## src/rtl/minmax_seq.sv

```systemverilog
// -----------------------------------------------------------------------------
// minmax_seq
//   Per-frame running maximum / minimum of N 4-bit samples. A frame starts on
//   an accepted start pulse. The first sample seeds both extremes. Each later
//   sample is latched and then checked against max_out and against min_out in
//   two separate cycles. A single 4-bit magnitude comparator serves both
//   checks. The comparison is signed or unsigned according to the mode that
//   was latched at frame start.
//
// Ports
//   clk       in   sole clock, rising edge
//   rst_n     in   asynchronous active-low reset (release is synchronised)
//   start     in   frame start request, honoured only in IDLE
//   mode      in   1 = signed 4-bit, 0 = unsigned 4-bit; latched on start
//   in_data   in   [3:0] sample value
//   in_valid  in   sample offered this cycle
//   in_ready  out  block accepts a sample this cycle
//   max_out   out  [3:0] running maximum of the frame
//   min_out   out  [3:0] running minimum of the frame
//   cnt       out  [3:0] samples accepted in the current frame
//   busy      out  high in every state except IDLE
//   done      out  one-cycle pulse at frame completion
// -----------------------------------------------------------------------------
module minmax_seq #(
  parameter int N = 8
) (
  input  logic       clk,
  input  logic       rst_n,
  input  logic       start,
  input  logic       mode,
  input  logic [3:0] in_data,
  input  logic       in_valid,
  output logic       in_ready,
  output logic [3:0] max_out,
  output logic [3:0] min_out,
  output logic [3:0] cnt,
  output logic       busy,
  output logic       done
);

  localparam logic [3:0] N_L = 4'(N);

  typedef enum logic [2:0] {
    IDLE,
    FIRST,
    ACCEPT,
    CMP_MAX,
    CMP_MIN,
    DONE
  } state_t;

  state_t     state;
  state_t     state_next;
  logic [3:0] sample;
  logic       mode_lat;

  // Reset release is delayed by two flops. State can therefore first change
  // on the third rising edge after rst_n goes high. Reset assertion still
  // acts immediately, because every flop below is cleared directly by rst_n.
  logic [1:0] sync;
  logic       run;

  always_ff @(posedge clk or negedge rst_n) begin
    if (!rst_n) begin
      sync <= 2'b00;
    end else begin
      sync <= {sync[0], 1'b1};
    end
  end

  assign run = sync[1];

  // Single shared comparator. The second operand is chosen by state. In
  // signed mode, flipping the MSB of both operands turns two's-complement
  // ordering into plain unsigned ordering.
  logic [3:0] cmp_b;
  logic [3:0] key_a;
  logic [3:0] key_b;
  logic       cmp_gt;
  logic       cmp_eq;
  logic       cmp_lt;

  always_comb begin
    cmp_b  = (state == CMP_MIN) ? min_out : max_out;
    key_a  = {sample[3] ^ mode_lat, sample[2:0]};
    key_b  = {cmp_b[3] ^ mode_lat, cmp_b[2:0]};
    cmp_gt = (key_a > key_b);
    cmp_eq = (key_a == key_b);
    cmp_lt = !cmp_gt && !cmp_eq;
  end

  // State register
  always_ff @(posedge clk or negedge rst_n) begin
    if (!rst_n) begin
      state <= IDLE;
    end else if (run) begin
      state <= state_next;
    end
  end

  // Next state and Moore outputs
  always_comb begin
    state_next = state;
    in_ready   = 1'b0;
    busy       = 1'b1;
    done       = 1'b0;
    case (state)
      IDLE: begin
        busy = 1'b0;
        if (start) state_next = FIRST;
      end
      FIRST: begin
        in_ready = 1'b1;
        if (in_valid) state_next = ACCEPT;
      end
      ACCEPT: begin
        in_ready = 1'b1;
        if (in_valid) state_next = CMP_MAX;
      end
      CMP_MAX: begin
        state_next = CMP_MIN;
      end
      CMP_MIN: begin
        state_next = (cnt == N_L) ? DONE : ACCEPT;
      end
      DONE: begin
        done       = 1'b1;
        state_next = IDLE;
      end
      default: begin
        busy       = 1'b0;
        state_next = IDLE;
      end
    endcase
  end

  // Datapath registers
  always_ff @(posedge clk or negedge rst_n) begin
    if (!rst_n) begin
      max_out  <= 4'd0;
      min_out  <= 4'd0;
      cnt      <= 4'd0;
      sample   <= 4'd0;
      mode_lat <= 1'b0;
    end else if (run) begin
      case (state)
        IDLE: begin
          if (start) begin
            mode_lat <= mode;
            cnt      <= 4'd0;
          end
        end
        FIRST: begin
          if (in_valid) begin
            max_out <= in_data;
            min_out <= in_data;
            cnt     <= 4'd1;
          end
        end
        ACCEPT: begin
          if (in_valid) begin
            sample <= in_data;
            cnt    <= cnt + 4'd1;
          end
        end
        CMP_MAX: begin
          // A tie leaves max_out unchanged.
          if (cmp_gt) max_out <= sample;
        end
        CMP_MIN: begin
          // A tie leaves min_out unchanged.
          if (cmp_lt) min_out <= sample;
        end
        default: begin
        end
      endcase
    end
  end

endmodule

```

## config.mk

```make
export PLATFORM = sky130hd
export DESIGN_NAME = minmax_seq
export DESIGN_NICKNAME = d
export VERILOG_FILES = /design/src/rtl/minmax_seq.sv
export SDC_FILE = /design/constraint.sdc
export NUM_CORES = 1
export LEC_CHECK = 0
export ABC_AREA = 0
export CORE_MARGIN = 1.5
export CORE_UTILIZATION = 47
export DETAILED_ROUTE_END_ITERATION = 8
export PLACE_DENSITY = 0.75
export SYNTH_ARGS = -nofsm -noshare
export SYNTH_HDL_FRONTEND = slang
export SYNTH_SLANG_ARGS = --single-unit
export TNS_END_PERCENT = 100
```

## constraint.sdc

```tcl
create_clock -name clk -period 2.5 [get_ports clk]
set_input_delay 0.5 -clock clk [delete_from_list [all_inputs] [get_ports clk]]
set_output_delay 0.5 -clock clk [all_outputs]
set_load 0.02 [all_outputs]
```

=== Word-level counts from Yosys, hierarchy flattened ===
Index checks and enable logic that the tools add are counted.

* $add $sub $neg: 1
* $lt $le $gt $ge: 1
* Eq/ne operators: 12
* Mux-type cells: 18
* Bitwise logic cells: 2
* Reduce and logical (&&, ||, !) cells: 15

{| class="wikitable"
|+ Operators with widths
! operator !! number
|-
| $mux W4 || 7
|-
| $pmux W4 S2 || 2
|-
| $pmux W3 S5 || 1
|-
| $mux W3 || 4
|-
| $pmux W4 S3 || 1
|-
| $reduce_and A4 Y1 || 3
|-
| $ne A2 B2 Y1 const B || 5
|-
| $eq A3 B2 Y1 const B || 2
|-
| $eq A3 B3 Y1 const B || 2
|-
| $reduce_and A3 Y1 || 2
|-
| $reduce_and A5 Y1 || 1
|-
| $reduce_or A5 Y1 || 1
|-
| $add A4 B1 Y4 const B || 1
|-
| $eq A4 B4 Y1 || 1
|-
| $eq A4 B4 Y1 const B || 1
|-
| $gt A4 B4 Y1 || 1
|-
| $reduce_bool A2 Y1 || 2
|-
| $eq A3 B1 Y1 const B || 1
|-
| $logic_not A3 Y1 || 1
|-
| $mux W1 || 3
|-
| $reduce_bool A3 Y1 || 1
|-
| $logic_not A1 Y1 || 2
|-
| $reduce_or A2 Y1 || 1
|-
| $xor A1 B1 Y1 || 2
|-
| $logic_and A1 B1 Y1 || 1
|}

* Flip-flop bits (word level): 22
* Input bits: 9
* Output and inout bits: 15

=== Depth between registers and ports, before layout ===
* Depth in word-level cells: 8
* Gate-level depth with buffers: 11
* Depth with buffers taken out: 10

=== Least setup slack after synthesis ===
OpenSTA, ideal clock, no wires.

* Path kind: register to register
* Start: register state[1]
* End: register min_out[1]
* Library setup time: 0.125 ns
* Arrival: 2.220 ns
* Required time: 2.375 ns
* Slack: 0.155 ns
* Cell stages (with the launch flop): 12
* Path buffers: 1
* Clock period less this slack: 2.345 ns
* Path through: dfrtp_1 -> nor2_2 -> nand2_1 -> buf_6 -> mux2i_1 -> xor2_1 -> ha_1 -> a21oi_1 -> nand3_1 -> nor2b_1 -> o2111a_1 -> mux2_2

* Word-level cells in the longest chain between the ends: 8
* Elaborated cells between the ends (all ways): 14
* Those cells by class: 1 x order compare; 5 x eq/ne; 2 x mux; 1 x bitwise; 5 x reduce/logical

{| class="wikitable"
|+ Ends and longest elaborated chain
! item !! line !! source
|-
| start: declaration || 52 || <nowiki>state_t state;</nowiki>
|-
| start signal: assignment || 97 || <nowiki>state <= state_next;</nowiki>
|-
| $eq A3 B3 Y1 || 84, 146 ||
|-
| $mux W4 || 84 || <nowiki>cmp_b = (state == CMP_MIN) ? min_out : max_out;</nowiki>
|-
| $xor A1 B1 Y1 || 86 || <nowiki>key_b = {cmp_b[3] ^ mode_lat, cmp_b[2:0]};</nowiki>
|-
| $gt A4 B4 Y1 / $eq A4 B4 Y1 (equally long branches) || 87, 88 ||
|-
| $logic_not A1 Y1 || 89 || <nowiki>cmp_lt = !cmp_gt && !cmp_eq;</nowiki>
|-
| $logic_and A1 B1 Y1 || 89 ||
|-
| $ne A2 B2 Y1 (no line) || -- ||
|-
| $reduce_and A4 Y1 (no line) || -- ||
|-
| end signal: assignment || 156 || <nowiki>min_out <= in_data;</nowiki>
|-
| end signal: assignment || 172 || <nowiki>if (cmp_lt) min_out <= sample;</nowiki>
|-
| end: declaration || 35 || <nowiki>output logic [3:0] min_out,</nowiki>
|}

Parallel ways exist; a longest one is shown, timed or not.
A chain may end at the register's enable or synchronous reset.

=== Final worst setup path ===
* Start: register state[0]
* End: register min_out[2]

Same word-level chain as after synthesis.

==> flow_summary.yaml <==
status:
  run_status: "complete, no violations"
global_routing:
  grt_max_degree: 23
  grtUsageTotal_pct: 19.69
  grt_pass1_wl_mm: 4.933
  antenna_found_initial: 0
  globalRouteOverflowTotal: 0
  grt_pass1_vias: 1080
sta:
  period_share_pct: 97.13
  finalSetupViolations: 0
  rsz0062_at_grt: "true"
  clock_skew_ns: 0.001034
  hold_viol_final: 0
  drv_slew: 0
  fmax_ghz: 0.4118
  period_needed_ns: 2.428
final_layout:
  post-route-util_pct: 62.75
  n_antenna_cell: 0
  area_growth_pct: 25.90
  fin_nets: 178
  layout-drive-gt1-share_pct: 20.99
  post_layout_nonfiller_instances: 193
  final_area_um2: 1745
die:
  die_y_um: 57.31
  core_um2: 2781
  die_area_um2: 3284
  ioPinCount: 24
  die_x_um: 57.31
  start_util_pct: 49.84
  fp-row-count: 19
power:
  power.leakage_nw: 0.7889
  fin_total_pwr_mw: 2.251
  p_per_area_nw_per_um2: 1289
  ir_drop_mv: 0.7847
clocking:
  clock-root-buffer: "clkbuf_4"
  cts_buffers: 3
  max-clock-path-buffers: 2
  worstSkewPairLatency_ns: 0.31
  clock_sinks: 22
  h-tree-depth: 1
  cts_hold_buf: 0
  tritoncts: "yes"
  clk_pin_slew_worst_paths_ns: 0.12
synth:
  synth_mux_area_share_pct: 19.86
  synth_top_cell_area_share_pct: 39.71
  yosysSeqAreaShare_pct: 39.71
  synth.distinct_cells: 41
  synth_top_family_by_area: "multiplexers"
  synth-seq-cells: 22
  ys_warn_count: 0
  synth_xor_area_share_pct: 1.264
  synth-simple-area-share_pct: 17.15
  syn_area_per_cell_um2: 10.50
  synthCells: 132
  synth_top_cells_by_count: "dfrtp_1 (22), nand2_1 (16), mux2_1 (12)"
  synth-main-ff-cell: "dfrtp_1"
  synthesis.area_um2: 1386
  async_flop_share_pct: 100.0
  synth_edf_count: 0
  syn_nets: 147
  synth_top_area_cell: "dfrtp_1"
  synth_compound_area_share_pct: 12.55
  synth_fa_ha_area_share_pct: 5.415
  yosysMostFrequentCell: "dfrtp_1"
  synthTopCellsByArea: "dfrtp_1 (40%), mux2_1 (9.7%), ha_1 (5.4%)"
worst_setup_path:
  worstSetupEndpointType: "flop"
  r2r-start: "state[0]"
  critical_path_cell_count: 10
  crit_buf_inv: 0
  slowest_delay_ns: 0.41
  arrival_ns: 2.64
  r2r.worst_path.cells: 10
  critPathLaunchType: "flop"
  regToRegEndpoint: "min_out[2]"
  crit_required_ns: 2.71
  crit_slowest_cell: "dfrtp_1"
  critical-path-top-delay-family: "compound AO/OA/AOI/OAI gates"
  reg2reg_slack_ns: 0.07
  crit_fanout: 4
  worstPathCellList: "nor2_2 > nand2_2 > mux2i_1 > xor2_1 > ha_1 > a21oi_2 > nand3_1 > nor2b_1 > o2111a_2 > mux2_4"
  critPathKind: "flop to flop"
drt:
  drt_wl_total_mm: 2.989
  wire_per_inst_um: 15.49
  dr_total_vias: 1115
  via_per_inst: 5.777
  postRouteAntennaNets: 0
  drc: 0
  drtIter0Drc: 34
  dr.pass1.iters: 4
place:
  dpl.cell_count: 188
  gp_congestion: 0.8772
  hpwlAfterDp_mm: 2.221
  placed_area_um2: 1674
  port_buffers: 23
min_path:
  holdPathStages: 0
  hold_class: "flop to flop"
  hold_end: "sync[1]"
  holdCritStartpoint: "sync[0]"
run:
  maxCapViolCount: 0
## per-layer routing
metal	GRT usage [%]	wire length, um
met1	24.38	1281
met2	33.99	1494
met3	3.175	157
met4	8.306	56
met5	0	0
## per-stage QoR
| stage | setup slack, ns | hold WS, ns | setup TNS [ns] |
|---|---|---|---|
| 2_1_floorplan | 0.1555 | 0.2044 | 0 |
| 3_3_place_gp | 0.07073 | 0.3321 | 0 |
| 3_5_place_dp | 0.08409 | 0.3364 | 0 |
| 4_1_cts | 0.05387 | 0.3648 | 0 |
| 5_1_grt | -0.06322 | 0.3733 | -0.2307 |
| 6_report | 0.07164 | 0.3616 | 0 |
## cell families (layout without fill, tap and decap cells)
kind of cell	after synthesis	in the layout
buffers and inverters	10	40
xor gates and xnor gates	2	2
AOI/OAI and AO/OA	23	23
and+or+nand+nor	44	44
other	1	1
muxes	24	24
DFF	22	22
adders and majority gates	6	6
## worst max-delay path by stage
stage          slack (ns)      from          to
6_report             0.07  state[0]  min_out[2]
5_1_grt             -0.06  state[0]  min_out[2]
4_1_cts              0.05  state[1]  min_out[2]
3_5_place_dp         0.08  state[1]  min_out[2]
3_3_place_gp         0.07  state[1]  min_out[1]
2_1_floorplan        0.16  state[1]  min_out[1]
## where the power goes
part,leakage (nW),switching [mW],internal (mW)
combinational,0.497,0.739,0.685
clock,0.0210,0.109,0.0890
sequential,0.270,0.129,0.500
total,0.789,0.977,1.27
## layout make-up
cell class / count / area [um^2]
Clock buffer: 4 / 36.28
Fill cell: 228 / 1036
Inverter: 5 / 18.77
Multi-Input combinational cell: 100 / 805.8
Sequential cell: 22 / 550.5
Tap cell: 31 / 38.79
Timing Repair Buffer: 31 / 295.3
## registers in the layout, summed over array words and instances, names as in the netlist
name and cells:
sample 4, mode_lat 1, max_out 4, state 3, cnt 4, sync 2
min_out 4
## worst reg2reg max path: stages (launching register included)
cell,delay [ns]
dfrtp_1,0.41
nor2_2,0.14
nand2_2,0.08
mux2i_1,0.13
xor2_1,0.17
ha_1,0.36
a21oi_2,0.16
nand3_1,0.09
nor2b_1,0.14
o2111a_2,0.33
mux2_4,0.32
## cell usage in the layout (no fill, tap or decap), drive strengths merged, types with 2 or more instances in the layout
| cell | synthesis | routed |
|---|---|---|
| a21oi | 6 | 6 |
| a32o | 2 | 2 |
| and2b | 2 | 2 |
| buf | 5 | 8 |
| clkbuf | 0 | 4 |
| clkdlybuf4s50 | 0 | 21 |
| dfrtp | 22 | 22 |
| dlymetal6s2s | 0 | 2 |
| ha | 6 | 6 |
| inv | 5 | 5 |
| mux2 | 19 | 19 |
| mux2i | 5 | 5 |
| nand2 | 18 | 18 |
| nand3 | 7 | 7 |
| nor2 | 5 | 5 |
| nor2b | 2 | 2 |
| nor3 | 2 | 2 |
| nor3b | 2 | 2 |
| o211ai | 3 | 3 |
| o21ai | 7 | 7 |
| o31ai | 2 | 2 |
| xor2 | 2 | 2 |
## timing repair
item,4_1_cts,5_1_grt
resized for setup,0,9
endpoints found under the setup margin,0,7
buffers inserted,0,1
Power figures use the tool's default switching activity.
